<file path="src/rtl/lsu_pkg.sv">
// Shared encodings for the load/store unit: access sizes, FSM states and
// SRAM byte-enable patterns.
package lsu_pkg;

  localparam logic [1:0] SZ_BYTE = 2'b00;
  localparam logic [1:0] SZ_HALF = 2'b01;
  localparam logic [1:0] SZ_WORD = 2'b10;
  localparam logic [1:0] SZ_ILL  = 2'b11;

  typedef enum logic [1:0] {
    IDLE    = 2'd0,
    ACCESS  = 2'd1,
    CAPTURE = 2'd2,
    RESP    = 2'd3
  } lsu_state_t;

  localparam logic [3:0] BE_NONE  = 4'b0000;
  localparam logic [3:0] BE_BYTE0 = 4'b0001;
  localparam logic [3:0] BE_LO    = 4'b0011;
  localparam logic [3:0] BE_HI    = 4'b1100;
  localparam logic [3:0] BE_ALL   = 4'b1111;

endpackage

</file>
<file path="src/rtl/lsu_load_extend.sv">
// Picks the addressed byte/halfword out of a full SRAM read word and
// sign- or zero-extends it to 32 bits.
module lsu_load_extend
  import lsu_pkg::*;
(
  input  logic [31:0] mem_do,
  input  logic [1:0]  offset,
  input  logic [1:0]  size,
  input  logic        sign_ext,
  output logic [31:0] result
);

  logic [7:0]  lane_b;
  logic [15:0] lane_h;

  always_comb begin
    lane_b = mem_do[7:0];
    case (offset)
      2'd1:    lane_b = mem_do[15:8];
      2'd2:    lane_b = mem_do[23:16];
      2'd3:    lane_b = mem_do[31:24];
      default: lane_b = mem_do[7:0];
    endcase
    lane_h = offset[1] ? mem_do[31:16] : mem_do[15:0];

    result = mem_do;
    case (size)
      SZ_BYTE: result = {{24{sign_ext & lane_b[7]}}, lane_b};
      SZ_HALF: result = {{16{sign_ext & lane_h[15]}}, lane_h};
      default: result = mem_do;
    endcase
  end

endmodule

</file>
<file path="src/rtl/lsu_mem_if.sv">
// Load/store initiator: checks one request at a time, runs a single SRAM
// access on port 2 and returns a one-cycle response.
module lsu_mem_if
  import lsu_pkg::*;
#(
  parameter int          ADDR_W    = 12,
  parameter logic [31:0] BASE_ADDR = 32'h0000_0000
) (
  input  logic              CLK,
  input  logic              RESET_N,
  input  logic              req_valid,
  output logic              req_ready,
  input  logic              req_write,
  input  logic [1:0]        req_size,
  input  logic              req_signed,
  input  logic [31:0]       req_addr,
  input  logic [31:0]       req_wdata,
  output logic              rsp_valid,
  output logic              rsp_err,
  output logic [31:0]       rsp_rdata,
  output logic              MEM_CSN,
  output logic [ADDR_W-1:0] MEM_ADDR,
  output logic              MEM_WE,
  output logic [3:0]        MEM_BE,
  output logic [31:0]       MEM_DI,
  input  logic [31:0]       MEM_DO
);

  lsu_state_t  state, state_next;
  logic        accept, fault;
  logic        write_q, signed_q;
  logic [1:0]  size_q, offset_q;
  logic [3:0]  store_be;
  logic [31:0] store_di, load_result;

  assign req_ready = (state == IDLE);
  assign rsp_valid = (state == RESP);
  assign accept    = req_valid && req_ready;

  always_comb begin
    fault = 1'b0;
    if (req_size == SZ_ILL)
      fault = 1'b1;
    else if (req_size == SZ_HALF && req_addr[0])
      fault = 1'b1;
    else if (req_size == SZ_WORD && req_addr[1:0] != 2'b00)
      fault = 1'b1;
    else if (req_addr[31:ADDR_W+2] != BASE_ADDR[31:ADDR_W+2])
      fault = 1'b1;
  end

  // Store data is replicated across lanes so the byte enables alone pick the target.
  always_comb begin
    store_be = BE_ALL;
    store_di = req_wdata;
    case (req_size)
      SZ_BYTE: begin
        store_be = BE_BYTE0 << req_addr[1:0];
        store_di = {4{req_wdata[7:0]}};
      end
      SZ_HALF: begin
        store_be = req_addr[1] ? BE_HI : BE_LO;
        store_di = {2{req_wdata[15:0]}};
      end
      default: ;
    endcase
  end

  always_comb begin
    state_next = state;
    case (state)
      IDLE:    if (accept) state_next = fault ? RESP : ACCESS;
      ACCESS:  state_next = write_q ? RESP : CAPTURE;
      CAPTURE: state_next = RESP;
      RESP:    state_next = IDLE;
      default: state_next = IDLE;
    endcase
  end

  always_ff @(posedge CLK or negedge RESET_N) begin
    if (!RESET_N) state <= IDLE;
    else          state <= state_next;
  end

  lsu_load_extend u_load_extend (
    .mem_do   (MEM_DO),
    .offset   (offset_q),
    .size     (size_q),
    .sign_ext (signed_q),
    .result   (load_result)
  );

  // SRAM strobes are registered so reset deasserts them immediately.
  always_ff @(posedge CLK or negedge RESET_N) begin
    if (!RESET_N) begin
      MEM_CSN   <= 1'b1;
      MEM_WE    <= 1'b0;
      MEM_BE    <= BE_NONE;
      MEM_ADDR  <= '0;
      MEM_DI    <= '0;
      rsp_err   <= 1'b0;
      rsp_rdata <= '0;
      write_q   <= 1'b0;
      signed_q  <= 1'b0;
      size_q    <= SZ_BYTE;
      offset_q  <= 2'b00;
    end else begin
      MEM_CSN <= 1'b1;
      MEM_WE  <= 1'b0;
      MEM_BE  <= BE_NONE;
      if (accept) begin
        rsp_err   <= fault;
        rsp_rdata <= '0;
        write_q   <= req_write;
        signed_q  <= req_signed;
        size_q    <= req_size;
        offset_q  <= req_addr[1:0];
        if (!fault) begin
          MEM_CSN  <= 1'b0;
          MEM_ADDR <= req_addr[ADDR_W+1:2];
          MEM_WE   <= req_write;
          if (req_write) begin
            MEM_BE <= store_be;
            MEM_DI <= store_di;
          end else begin
            MEM_BE <= BE_ALL;
          end
        end
      end
      if (state == CAPTURE)
        rsp_rdata <= load_result;
    end
  end

endmodule

</file>
<file path="config.mk">
export PLATFORM = sky130hd
export DESIGN_NAME = lsu_mem_if
export DESIGN_NICKNAME = d
export VERILOG_FILES = /design/src/rtl/lsu_pkg.sv /design/src/rtl/lsu_load_extend.sv /design/src/rtl/lsu_mem_if.sv
export SDC_FILE = /design/constraint.sdc
export NUM_CORES = 1
export LEC_CHECK = 0
export CAP_MARGIN = 20
export CORE_ASPECT_RATIO = 1.75
export CORE_MARGIN = 5
export CORE_UTILIZATION = 49
export CTS_BUF_LIST = sky130_fd_sc_hd__clkbuf_8
export DETAILED_ROUTE_END_ITERATION = 10
export PLACE_DENSITY = 0.95
export SLEW_MARGIN = 0
export SYNTH_ARGS = -nofsm -noshare
export SYNTH_HDL_FRONTEND = slang
export SYNTH_HIERARCHICAL = 1
export SYNTH_SLANG_ARGS = --single-unit
</file>
<file path="constraint.sdc">
create_clock -name CLK -period 6.1 [get_ports CLK]
set_input_delay 1.525 -clock CLK [delete_from_list [all_inputs] [get_ports CLK]]
set_output_delay 1.525 -clock CLK [all_outputs]
set_load 0.03 [all_outputs]
</file>
Word-level counts from Yosys, hierarchy flattened
Cells that the tools add are included.
{"block": "totals", "elab_cells": 61, "regBits": 91, "out_inout_bits": 85}
{"block": "op_classes", "shifts": 1, "n_mux": 23, "n_bitwise": 3, "eq_ne": 11, "reduce_logical": 11}
{"operator": "32-bit one-hot mux with 2 select lines", "count": 2}
{"operator": "32-bit 2-to-1 mux", "count": 2}
{"operator": "8-bit one-hot mux with 3 select lines", "count": 1}
{"operator": "18-bit nonzero test", "count": 1}
{"operator": "16-bit 2-to-1 mux", "count": 1}
{"operator": "4-bit 2-to-1 mux", "count": 4}
{"operator": "2-bit == test (second input constant)", "count": 6}
{"operator": "1-bit 2-to-1 mux", "count": 9}
{"operator": "2-bit by 1-bit == test with 1-bit output (second input constant)", "count": 4}
{"operator": "2-bit one-hot mux with 4 select lines", "count": 1}
{"operator": "4-bit one-hot mux with 2 select lines", "count": 1}
{"operator": "2-bit zero test", "count": 3}
{"operator": "2-bit 2-to-1 mux", "count": 2}
{"operator": "2-bit nonzero test", "count": 2}
{"operator": "1-bit by 2-bit << shifter with 4-bit output (first input constant)", "count": 1}
{"operator": "1-bit logical AND", "count": 3}
{"operator": "3-bit AND reduction", "count": 1}
{"operator": "1-bit bitwise AND", "count": 2}
{"operator": "2-bit by 1-bit inequality test with 1-bit output (second input constant)", "count": 1}
{"operator": "2-bit AND reduction", "count": 1}
{"operator": "1-bit inverter", "count": 1}

Depth between registers and ports, before layout
{"block": "depth", "word_depth": 8, "ltp_mapped": 9, "mapped_depth_nobuf": 6}

Cells and area by module
The synthesis kept the hierarchy.
{"mod": "lsu_mem_if", "area_each_um2": 3941.3, "cells_each": 344, "instances": 1}
{"mod": "lsu_load_extend", "area_each_um2": 1023.5, "cells_each": 133, "instances": 1}

Worst setup path before layout
No wires, ideal clock.
{"block": "synth_path", "path_kind": "in2reg", "startpoint": "input req_addr[17]", "endpoint": "register MEM_DI[10]", "path_buffers": 1, "required_time_ns": 5.972, "setup_time_ns": 0.128, "setup_slack_ns": 3.001, "path_stages": 5, "arrival_ns": 2.971, "cell_sequence": "nor4_1 > nand4_1 > nor4_4 > buf_4 > mux2_1"}
{"block": "synth_via", "elab_chain_cells": 7}
{"element": "from (decl)", "line": "lsu_mem_if.sv:16", "source": "input logic [31:0] req_addr,"}
{"element": "18-bit nonzero test", "line": "lsu_mem_if.sv:48", "source": "else if (req_addr[31:ADDR_W+2] != BASE_ADDR[31:ADDR_W+2])"}
{"element": "1-bit 2-to-1 mux", "line": "lsu_mem_if.sv:48"}
{"element": "1-bit 2-to-1 mux", "line": "lsu_mem_if.sv:46", "source": "else if (req_size == SZ_WORD && req_addr[1:0] != 2'b00)"}
{"element": "1-bit 2-to-1 mux", "line": "lsu_mem_if.sv:44", "source": "else if (req_size == SZ_HALF && req_addr[0])"}
{"element": "1-bit 2-to-1 mux", "line": "lsu_mem_if.sv:42", "source": "if (req_size == SZ_ILL)"}
{"element": "1-bit inverter (no source line)"}
{"element": "3-bit AND reduction (no source line)"}
{"element": "to (signal assigned)", "line": "lsu_mem_if.sv:124", "source": "MEM_DI <= store_di;"}
{"element": "to (decl)", "line": "lsu_mem_if.sv:25", "source": "output logic [31:0] MEM_DI,"}
Every way passes these cells.
A chain may end at the register's enable or synchronous reset.

Final worst setup path
{"block": "layout_path", "startpoint": "input req_size[0]", "endpoint": "register MEM_ADDR[4]"}
{"block": "layout_via", "elab_chain_cells": 7, "word_cells_on_any_way": 10, "classes_between": "3 x eq/ne; 3 x mux; 1 x bitwise; 3 x reduce/logical"}
{"element": "from (decl)", "line": "lsu_mem_if.sv:14", "source": "input logic [1:0] req_size,"}
{"element": "2-bit == test", "line": "lsu_mem_if.sv:46"}
{"element": "1-bit logical AND", "line": "lsu_mem_if.sv:46"}
{"element": "1-bit 2-to-1 mux", "line": "lsu_mem_if.sv:46"}
{"element": "1-bit 2-to-1 mux", "line": "lsu_mem_if.sv:44"}
{"element": "1-bit 2-to-1 mux (*)", "line": "lsu_mem_if.sv:42"}
{"element": "1-bit inverter (no source line) (*)"}
{"element": "2-bit AND reduction (no source line) (*)"}
{"element": "to (signal assigned)", "line": "lsu_mem_if.sv:120", "source": "MEM_ADDR <= req_addr[ADDR_W+1:2];"}
{"element": "to (decl)", "line": "lsu_mem_if.sv:22", "source": "output logic [ADDR_W-1:0] MEM_ADDR,"}
Every way passes the cells marked *; elsewhere a longest branch is shown, timed or not.

==> results.py <==
metrics = {
    "synth": {
        "synth.top_cell.area_share_pct": 45.4,
        "synth_ff_type": "dfrtp_1",
        "synth_area_um2": 4960,
        "synth_cell_type_count": 41,
        "synth_edf_count": 0,
        "syn_avg_cell_area_um2": 10.4,
        "yosysMostFrequentCell": "nand2_1",
        "yosys.area.top_type": "dfrtp_1",
        "async_reset_ff_share_pct": 100,
        "synthCells": 477,
        "ys_top_cells_by_area": "dfrtp_1, mux2_2, nand2_1, mux2_1, o21ai_0",
        "ys_top_cells_by_count": "nand2_1, dfrtp_1, o21ai_0",
        "yosys_warnings": 6,
        "seq_area_frac_synth_pct": 45.9,
        "ys_seq_elements": 91,
        "synth_nets": 584,
    },
    "timing": {
        "max_freq_mhz": 250,
        "finalCritPeriodShare_pct": 65.5,
        "rsz0062_at_grt": "no",
        "tightest_slew_ns": 0.992,
        "skew_ns": 0.0119,
        "whs_ns": 0.487,
        "finalSetupViolations": 0,
        "drv_slew": 0,
        "timing_hold_violations_final": 0,
        "slew_headroom_pct": 33.9,
        "fin_crit_ns": 4.00,
        "finalSetupTns_ns": 0,
    },
    "clock_network": {
        "post_cts_buffers": 0,
        "clock_sinks": 91,
        "htree_levels": 3,
        "cts_resized": 0,
        "clock_latency_ns": 0.37,
        "cts_buffer_depth": 2,
        "clock-root-buffer": "clkbuf_8",
        "holdBufCountCts": 0,
        "cts_tree": "done",
        "clk_pin_slew_worst_paths_ns": 0.08,
        "cts_inserted_buffers": 9,
    },
    "pwr": {
        "leakage_nw": 3.06,
        "vdd_ir_drop_max_mv": 0.193,
        "pwr_density_cell_nw_per_um2": 354,
    },
    "placement": {
        "place_congestion": 0.855,
        "place_area_um2": 6820,
        "port_buffers": 187,
        "dp_hpwl_um": 11500,
    },
    "global_route": {
        "antenna_found_initial": 0,
        "grt_max_degree": 65,
        "grt_use_total_pct": 25.6,
        "grt_pass1_wl_um": 24500,
        "grt_pass1_vias": 4726,
        "globalRouteOverflowTotal": 0,
    },
    "job": {
        "cap_violations": 0,
    },
    "floorplan": {
        "ioPinCount": 188,
        "die_area_um2": 12300,
        "rows": 48,
        "initial_core_util_pct": 50.1,
        "die_x_um": 86.1,
        "core-area_um2": 9910,
        "die_y_um": 143,
    },
    "hold_path": {
        "hold_path.class": "reg -> reg",
        "worstHoldPathCells": 1,
    },
    "outcome": {
        "outcome": "complete, no violations",
    },
    "setup_path": {
        "crit_family": "simple AND/OR/NAND/NOR gates",
        "crit_buf_inv": 1,
        "startpoint_type": "input pin",
        "cp_data_arrival_time_ns": 4.24,
        "required_ns": 6.34,
        "r2r_cells": 6,
        "path_class": "in -> reg",
        "crit_chain": "clkdlybuf4s50_1 > o21ai_0 > nand3b_1 > nor3_2 > mux2_2",
        "slowest_delay_ns": 0.81,
        "path_max_fanout": 16,
        "slowest_stage": "clkdlybuf4s50_1",
        "cp.depth": 5,
        "crit_path_end_kind": "register",
    },
    "routing": {
        "drt-initial-drc-count": 248,
        "num_vias": 4336,
        "firstDrtPassIters": 5,
        "vias_per_cell": 5.63,
        "wirelength_um": 15500,
        "drc": 0,
        "ant_nets": 0,
        "wire_per_inst_um": 20.1,
    },
    "finish": {
        "layout.nets": 748,
        "fin_util_pct": 71.3,
        "diodes": 0,
        "design_area_um2": 7070,
        "layout-drive-gt1-share_pct": 13.2,
        "area_growth_pct": 42.3,
    },
}
==> state kept, by name, summed over array words and instances (netlist names) <==
| signal | count |
|---|---|
| MEM_DI | 32 |
| rsp_rdata | 32 |
| MEM_ADDR | 12 |
| MEM_BE | 4 |
| offset_q | 2 |
| size_q | 2 |
| state | 2 |
| MEM_CSN | 1 |
| MEM_WE | 1 |
| rsp_err | 1 |
| signed_q | 1 |
| write_q | 1 |
==> worst paths after layout <==
check | startpoint | to | slack, ns
max | req_size[0] | MEM_ADDR[4] | 2.10
min | MEM_DI[10] | MEM_DI[10] | 0.49
max reg2reg | size_q[1] | rsp_rdata[18] | 3.32
min reg2reg | MEM_DI[10] | MEM_DI[10] | 0.49
max in group asynchronous | RESET_N | MEM_WE | 3.88
min in group asynchronous | RESET_N | MEM_ADDR[2] | 1.12
==> stage by stage <==
step | setup slack (ns) | power, mW | cells
after floorplan | 3.00 | 1.63 | 477
after global placement | 1.93 | 1.94 | 755
after detailed placement | 1.88 | 1.99 | 755
after CTS | 2.17 | 2.50 | 770
after global routing | 1.96 | 2.63 | 770
final | 2.10 | 2.50 | 770
==> cell type report <==
cell class                      instances  area, um^2
Clock buffer                           11         151
Fill cell                             677        2840
Inverter                                6        22.5
Clock inverter                          4        97.6
Tap cell                              125         156
Multi-Input combinational cell        340        2450
Sequential cell                        91        2280
Timing Repair Buffer                  193        1910
==> placed cells by master (no fill, tap or decap), drive strengths merged <==
cell             n
a211oi           7
a21oi           16
a32oi            1
buf              7
bufinv           3
clkbuf          11
clkdlybuf4s50  186
clkinvlp         1
dfrtp           90
dfstp            1
ha               4
inv              6
mux2            66
mux2i            9
mux4             7
nand2          102
nand2b           2
nand3            1
nand3b           1
nand4            1
nor2            12
nor2b           17
nor3             2
nor4             6
nor4b            1
o211ai          17
o21a             1
o21ai           46
o21bai           2
o221ai           8
o22ai            8
or2              1
or3              1
or4              1
==> where the power goes <==
| group | switching [mW] | internal [mW] |
|---|---|---|
| logic | 0.708 | 0.484 |
| clock network | 0.212 | 0.292 |
| registers | 0.0944 | 0.709 |
==> metal layers <==
metal | wire length [um] | GRT usage, %
met1 | 5340 | 26.5
met4 | 478 | 9.51
met5 | 0 | 0
met2 | 8150 | 45.9
met3 | 1510 | 10.3
==> kinds of logic after synthesis <==
group / after synthesis / synth area share (%)
DFF: 91 / 45.9
buffers and inverters: 46 / 4.89
and+or+nand+nor: 148 / 13.5
AOI/OAI and AO/OA: 106 / 14.7
adders and majority gates: 4 / 1.01
muxes: 82 / 20.0
(Power assumes the default switching activity.)
==> variant: new RTL, same flow settings <==
Set the parameter `ADDR_W` to 11 (it was 12).
--- a/src/rtl/lsu_mem_if.sv
+++ b/src/rtl/lsu_mem_if.sv
@@ -4,5 +4,5 @@
   import lsu_pkg::*;
 #(
-  parameter int          ADDR_W    = 12,
+  parameter int          ADDR_W    = 11,
   parameter logic [31:0] BASE_ADDR = 32'h0000_0000
 ) (
Ports: changed (resized MEM_ADDR); port bits go from 188 to 187. The function was not compared with the original's and may differ.
==> variant against the unedited design <==
- design area is 1.3% lower
- sequential cell count fell by 1
- synthesized area down 0.55%
- wire length is 3.7% lower
- worst setup slack improved by 0.073 ns
- hold slack improved by 0.013 ns
- total power fell by 3.7%
- synthesized cell count stayed put
- first-iteration DRC count rose by 13%
- sequential share of layout area up 0.063 points
- die area shrank 0.50%
==> variant: results (changes against the unedited design) <==
status=complete, no violations; delay-heaviest family, CP=simple AND/OR/NAND/NOR gates; Yosys warning count=6 (unchanged); critical path's largest stage delay=0.83 ns (+0.02 ns); pin count of the biggest net entering global routing=65 (unchanged); Post-Route WL=14.9 mm (-3.7%); Netlist cell types=37 (-9.8%); Clock transition at path regs=0.08 ns (about the same); dpl hpwl=11.3 mm (-1.8%); dpl cell area=0.00677 mm2 (-0.68%); initial antenna violation count=0 (unchanged); Mapped Cells=477 (unchanged); later-pin clock latency in the skew report=0.36 ns; Post-CTS Setup Bufs=0 (unchanged); port bufs=186 (-0.53%); largest registers=MEM_DI: 32 flops, rsp_rdata: 32 flops, MEM_ADDR: 11 flops; slowest CP cell=nor3_2; total of fill cells in the finished design=696 (+2.8%); dominant cells by area after synthesis=dfrtp_1 45%, mux2_2 14%, nand2_1 7.8%; sequential share of the synthesized area=45.6% (-0.25 points); switching part of the total=41.6% (+1.0 points); top cells by count, synth=103 x nand2_1, 89 x dfrtp_1, 62 x mux2_2, 47 x o21ai_0, 19 x clkbuf_1; RePlAce Congestion=0.841 (-1.6%); Max clock buf depth=2 (unchanged); crit path DAT=4.17 ns (-0.07 ns); ys flop type=dfrtp_1; Routed WL per cell=19.4 um (-3.6%); Worst VDD drop=0.193 mV (-0.17%); vias in the first global route=4840 (+2.4%); Max H-tree Level=3 (unchanged); Clock Skew=0.00956 ns (-0.00236 ns); Worst-Margin Slew=1.04 ns (+0.0499 ns); global-route usage over all layers=24.8% (-0.82 points); 1st-iter DRT viols=279 (+13%); share of post-route cells with drive strength above 1=17.2% (+4.1 points); number of cells after detailed placement=754 (-0.13%); DR pass1 iterations=7 (+2); via count=4426 (+2.1%); Leak=2.99 nW (-2.3%); first-pass GRT wire length=23.8 mm (-2.7%)
-- variant: changes by cell type after synthesis, sizes merged --
cell / before / now
o21ai: 46 / 47
dfrtp: 90 / 89
nand3: 1 / 2
nand3b: 1 / 0
mux2: 66 / 65
buf: 19 / 21
nand2: 102 / 103
nor3: 2 / 4
nor4b: 1 / 0
clkbuf: 21 / 19
o21a: 1 / 0
-- variant: worst paths after layout --
check	startpoint	end	slack [ns]	cells past startpoint
worst max-delay path	req_size[0]	MEM_ADDR[4]	2.18	5
worst min-delay path	write_q	write_q	0.50	2
worst max register to register	size_q[1]	rsp_rdata[8]	3.53	6
worst min register to register	write_q	write_q	0.50	2
max in group asynchronous	RESET_N	MEM_DI[24]	3.89	2
min in group asynchronous	RESET_N	rsp_rdata[6]	1.07	1
-- variant: layer usage --
| layer | global-route usage, % | wire length [um] | share of wire [%] | vias up |
|---|---|---|---|---|
| met1 | 24.7 | 4890 | 33 | 2136 |
| met3 | 9.47 | 1420 | 9.6 | 58 |
| met4 | 13.4 | 736 | 4.9 | 0 |
| li1 | - | - | - | 2010 |
| met2 | 43.7 | 7850 | 53 | 222 |
| met5 | 0 | 0 | 0 | - |
-- variant: power by group through the flow --
| stage | clock, mW | combinational (mW) | sequential (mW) |
|---|---|---|---|
| global route | 0.458 | 1.29 | 0.802 |
| finish | 0.424 | 1.19 | 0.790 |
| detailed placement | 0 | 1.18 | 0.801 |
| global placement | 0 | 1.14 | 0.794 |
| CTS | 0.432 | 1.19 | 0.790 |
| floorplan | 0 | 0.708 | 0.913 |
-- variant: stage by stage --
step                      setup slack, ns  total power, mW
after floorplan                      2.99             1.62
after global placement               1.89             1.93
after detailed placement             1.78             1.98
after CTS                            2.20             2.41
after global routing                 2.04             2.55
final                                2.18             2.41
-- variant: final cells by class --
cell class | count | area [um2] | area share, %
clock buffers | 12 | 165 | 2.37
flip-flops and latches | 90 | 2250 | 32.3
clock inverters | 3 | 38.8 | 0.556
repair buffers | 192 | 1900 | 27.3
multi-input cells | 341 | 2430 | 34.9
well taps | 125 | 156 | 2.24
inverters | 6 | 22.5 | 0.323
-- variant: worst min-delay path, stage by stage, from the launching register on --
cell,delay (ns)
dfrtp_1,0.36
nand2_1,0.05
nand2_1,0.05
-- variant: cell families (layout without fill, tap and decap cells) --
family	count (synthesis)	count (layout)	synth area share (%)
mux	81	81	19.9
flops	90	90	45.6
compound gates	106	106	14.7
fa+ha+maj	4	4	1.01
buf+inv	46	213	5.20
simple gates	150	150	13.5
